==> src/rtl/cdc_handshake_tx.sv <==
// Source side of a 4-phase req/ack handshake that carries one registered word across a clock domain crossing.
// Define CDC_TX_TIMEOUT_EN to abandon a request that is not acknowledged within TIMEOUT_CYCLES cycles.
module cdc_handshake_tx #(
    parameter int DATA_WIDTH     = 8,
    parameter int SYNC_WIDTH     = 2,
    parameter int TIMEOUT_CYCLES = 1024
) (
    input  logic                  clk,
    input  logic                  rst_n,
    input  logic                  in_valid,
    input  logic [DATA_WIDTH-1:0] in_data,
    output logic                  in_ready,
    output logic                  xfer_req,
    output logic [DATA_WIDTH-1:0] xfer_data,
    input  logic                  xfer_ack,
    output logic                  done,
    output logic                  timeout_err,
    output logic [1:0]            state_dbg
);

    typedef enum logic [1:0] {
        IDLE    = 2'd0,
        REQ     = 2'd1,
        RELEASE = 2'd2
    } state_e;

    state_e                  state_q, state_d;
    logic [SYNC_WIDTH-1:0]   ack_sync_q, ack_sync_d;
    logic                    xfer_req_q, xfer_req_d;
    logic [DATA_WIDTH-1:0]   xfer_data_q, xfer_data_d;
    logic                    done_q, done_d;
    logic                    ack_s;

`ifdef CDC_TX_TIMEOUT_EN
    localparam int              CNT_W    = $clog2(TIMEOUT_CYCLES + 1);
    localparam logic [CNT_W-1:0] CNT_LAST = CNT_W'(TIMEOUT_CYCLES - 1);
    logic [CNT_W-1:0] cnt_q, cnt_d;
    logic             timeout_err_q, timeout_err_d;
`endif

    // Only the last synchronizer stage is trusted by the control logic.
    assign ack_s    = ack_sync_q[SYNC_WIDTH-1];
    assign in_ready = (state_q == IDLE) && !ack_s;

    always_comb begin
        state_d     = state_q;
        ack_sync_d  = {ack_sync_q[SYNC_WIDTH-2:0], xfer_ack};
        xfer_req_d  = xfer_req_q;
        xfer_data_d = xfer_data_q;
        done_d      = 1'b0;
`ifdef CDC_TX_TIMEOUT_EN
        cnt_d         = cnt_q;
        timeout_err_d = 1'b0;
`endif
        case (state_q)
            IDLE: begin
                if (in_valid && in_ready) begin
                    xfer_data_d = in_data;
                    xfer_req_d  = 1'b1;
                    state_d     = REQ;
`ifdef CDC_TX_TIMEOUT_EN
                    cnt_d       = '0;
`endif
                end
            end
            REQ: begin
                // An ack arriving on the last allowed cycle still counts as success.
                if (ack_s) begin
                    done_d     = 1'b1;
                    xfer_req_d = 1'b0;
                    state_d    = RELEASE;
                end
`ifdef CDC_TX_TIMEOUT_EN
                else if (cnt_q == CNT_LAST) begin
                    timeout_err_d = 1'b1;
                    xfer_req_d    = 1'b0;
                    state_d       = RELEASE;
                end else begin
                    cnt_d = cnt_q + CNT_W'(1);
                end
`endif
            end
            RELEASE: begin
                if (!ack_s) begin
                    state_d = IDLE;
                end
            end
            default: begin
                state_d    = IDLE;
                xfer_req_d = 1'b0;
            end
        endcase
    end

    always_ff @(posedge clk or negedge rst_n) begin
        if (!rst_n) begin
            state_q     <= IDLE;
            ack_sync_q  <= '0;
            xfer_req_q  <= 1'b0;
            xfer_data_q <= '0;
            done_q      <= 1'b0;
`ifdef CDC_TX_TIMEOUT_EN
            cnt_q         <= '0;
            timeout_err_q <= 1'b0;
`endif
        end else begin
            state_q     <= state_d;
            ack_sync_q  <= ack_sync_d;
            xfer_req_q  <= xfer_req_d;
            xfer_data_q <= xfer_data_d;
            done_q      <= done_d;
`ifdef CDC_TX_TIMEOUT_EN
            cnt_q         <= cnt_d;
            timeout_err_q <= timeout_err_d;
`endif
        end
    end

    assign xfer_req  = xfer_req_q;
    assign xfer_data = xfer_data_q;
    assign done      = done_q;
    assign state_dbg = state_q;

`ifdef CDC_TX_TIMEOUT_EN
    assign timeout_err = timeout_err_q;
`else
    assign timeout_err = 1'b0;
`endif

endmodule

==> config.mk <==
export PLATFORM = sky130hd
export DESIGN_NAME = cdc_handshake_tx
export DESIGN_NICKNAME = d
export VERILOG_FILES = /design/src/rtl/cdc_handshake_tx.sv
export SDC_FILE = /design/constraint.sdc
export NUM_CORES = 1
export LEC_CHECK = 0
export CAP_MARGIN = 0
export CORE_AREA = 2 2 42 44
export CTS_BUF_LIST = sky130_fd_sc_hd__clkbuf_8
export DETAILED_ROUTE_END_ITERATION = 6
export DIE_AREA = 0 0 44 46
export PLACE_DENSITY_LB_ADDON = 0.1
export SLEW_MARGIN = 20
export SYNTH_ARGS = -nofsm -noshare
export SYNTH_HDL_FRONTEND = slang
export SYNTH_SLANG_ARGS = --single-unit
==> constraint.sdc <==
create_clock -name clk -period 1.4 [get_ports clk]
set_input_delay 0.28 -clock clk [delete_from_list [all_inputs] [get_ports clk]]
set_output_delay 0.28 -clock clk [all_outputs]
set_load 0.02 [all_outputs]
==> out/qor.json <==
{
  "antennaDiodeCount": 0,
  "clock_tree_from_tritoncts": "done",
  "maxUsedRoutingLayer": "met4",
  "place_inst": 84,
  "synth_area_um2": 556,
  "clock_sinks": 14,
  "critPathMaxStageDelay_ps": 410,
  "die_width_um": 44,
  "grt_util_overall_pct": 11.7,
  "timing.fmax_ghz": 0.710,
  "initial_antenna_violation_count": 0,
  "run_status": "complete, but fails checks",
  "yosys.area.top_type_share_pct": 63.1,
  "synth_nets": 50,
  "routed_wl_um": 1100,
  "final_cycle_share_pct": 101,
  "critical_path_data_required_time_ps": 1520,
  "vias": 413,
  "post_synth.cell_area_avg_um2": 14.6,
  "met2_wirelength_um": 537,
  "worstRegToRegCells": 4,
  "grt_pass1_wl_um": 1660,
  "timing.critical_path.buf_inv": 2,
  "wirelength_met1_um": 459,
  "synth_largest_area_cell": "dfrtp_1",
  "period_needed_ps": 1410,
  "first_global_vias": 397,
  "crit_cells": 4,
  "ioPinCount": 26,
  "path_category_of_the_worst_min_delay_check": "input pin to asynchronous set/reset pin",
  "drt.antenna.violating_nets": 0,
  "dieArea_um2": 2020,
  "flops_latches_synth": 14,
  "grt_start_max_net_pins": 15,
  "port_buffers": 24,
  "setup_tns_ps": -22.8,
  "area_delta_synth_final_pct": 70.0,
  "place_worst_setup_slack_ps": -221,
  "grt-ovfl-total": 0,
  "worst_path_max_delay_cell": "dfrtp_2",
  "worst-endpoint-arrival_ps": 1530,
  "setup_viol": 8,
  "clockBufferDepth": 2,
  "initial_core_util_pct": 34.4,
  "drv_slew": 0,
  "grt_setup_unrepaired": "yes",
  "drt-vias-per-instance": 4.59,
  "ys_warn_count": 0,
  "yosysSeqAreaShare_pct": 63.1,
  "critical-path-top-delay-family": "flip-flops",
  "hpwl_dp_um": 751,
  "critPathCaptureType": "flop",
  "vdd_drop_max_mv": 0.994,
  "power.density_nw_per_um2": 1480,
  "synthDistinctLibCells": 14,
  "tritoncts.num_buffers": 3,
  "htreeDepth": 1,
  "fp.coreArea_um2": 1610,
  "drcViolationCount": 0,
  "die_height_um": 46,
  "ys_top_cells_by_area": "dfrtp_1 63%, mux2_2 16%, nor4b_4 4.3%",
  "detailedRoute.firstPassIterationCount": 4,
  "cts.clk_slew.worst_paths_ps": 60,
  "final_core_util_pct": 58.5,
  "startpoint_type": "flop",
  "post-route-worst-setup-slack_ps": -8.08,
  "critical_path.max_fanout": 8,
  "p_leak_nw": 0.459,
  "post_synth_inst_count": 38,
  "clock_tree.root_cell": "clkbuf_8",
  "crit_top_cell": "buf_6",
  "violations": "setup timing",
  "critical_path.cell_chain": "buf_6 -> nor4b_4 -> buf_6 -> mux2_4",
  "finalClockSkew_ps": 4.22,
  "dr.first_iter.drc_count": 5,
  "rows": 15,
  "gp_congestion": 0.747,
  "wl_met3_um": 75,
  "finalHoldViolCount": 0,
  "finalNonFillerCells": 90,
  "post_route_cells_drive_above_1_share_pct": 37.0,
  "postCtsHoldBufs": 0,
  "clk_latency_ps": 240,
  "layout.nets": 86,
  "timing_worst_setup_path_type": "flop to flop",
  "hold_ws_ps": 341,
  "drv.max_cap_violation_count": 0,
  "routedWlPerCell_um": 12.2
}
## worst register-to-register path: stages (launching register included)
cell and delay (ps):
dfrtp_2 410, buf_6 120, nor4b_4 250, buf_6 190, mux2_4 310
## synth_stat cells, drive strengths merged
master / number
nor2: 2
dfrtp: 14
mux2: 8
and2: 1
nor3: 2
buf: 3
a21oi: 1
o32ai: 1
nor4b: 1
conb: 1
inv: 2
nand2: 1
xor2: 1
## logic make-up (layout without fill, tap and decap cells)
kind of cell / count (synthesis) / after routing / share of synthesized area [%]
buffers and inverters: 5 / 40 / 6.76
and+or+nand+nor: 7 / 7 / 9.23
AOI/OAI and AO/OA: 2 / 2 / 2.48
xor gates and xnor gates: 1 / 1 / 1.58
other: 1 / 1 / 0.675
DFF: 14 / 14 / 63.1
muxes: 8 / 8 / 16.2
## worst paths after layout
| kind | slack (ps) | start | end |
|---|---|---|---|
| min | 340 | rst_n | xfer_data[7] |
| min in group clk | 350 | ack_sync_q[0] | ack_sync_q[1] |
| max reg2reg | -8 | state_dbg[0] | xfer_data[2] |
| max | -8 | state_dbg[0] | xfer_data[2] |
| min reg2reg | 350 | ack_sync_q[0] | ack_sync_q[1] |
| max in group asynchronous | 880 | rst_n | state_dbg[0] |
## registers in the layout, summed over array words and instances (netlist names)
name	flops
ack_sync_q	2
done	1
state_dbg	2
xfer_data	8
xfer_req	1
## per-layer routing
layer | track usage, % | vias up
met4 | 7.27 | 0
met2 | 17.6 | 18
met1 | 13.8 | 199
met3 | 4.76 | 4
li1 | - | 192
met5 | 0 | -
## layout make-up
type / count / area, um^2
clock buffer: 4 / 55.1
tap: 17 / 21.3
timing repair buffer: 34 / 310
fill: 154 / 669
inverter: 2 / 7.51
sequential: 14 / 353
multi-input combinational: 19 / 198
## cell usage in the layout (no fill, tap or decap)
master and n:
a21oi_1 1, and2_1 1, buf_4 7, buf_6 4, clkbuf_2 1, clkbuf_8 4, clkdlybuf4s15_1 1, clkdlybuf4s50_1 11
conb_1 1, dfrtp_1 12, dfrtp_2 2, dlygate4sd2_1 10, inv_1 2, mux2_4 8, nand2_1 1, nor2_1 2
nor3_1 2, nor4b_4 1, o32ai_1 1, xor2_1 1
## per-stage QoR
step / cell area, um^2 / power, mW
4_1_cts: 903 / 1.36
6_report: 945 / 1.40
3_3_place_gp: 850 / 1.03
2_1_floorplan: 558 / 0.784
3_5_place_dp: 850 / 1.03
5_1_grt: 945 / 1.48
## report_power, final
part	internal (mW)	total (mW)	leakage (nW)	switching (mW)
registers	0.493	0.540	0.165	0.0462
clock network	0.249	0.384	0.0288	0.135
logic	0.256	0.478	0.266	0.222
## what timing repair did
action	4_1_cts	5_1_grt
buffers inserted	0	2
cloned	0	0
resized for setup	20	13
endpoints found under the setup margin	21	10
pin swaps	1	1
(Power assumes the default switching activity.)
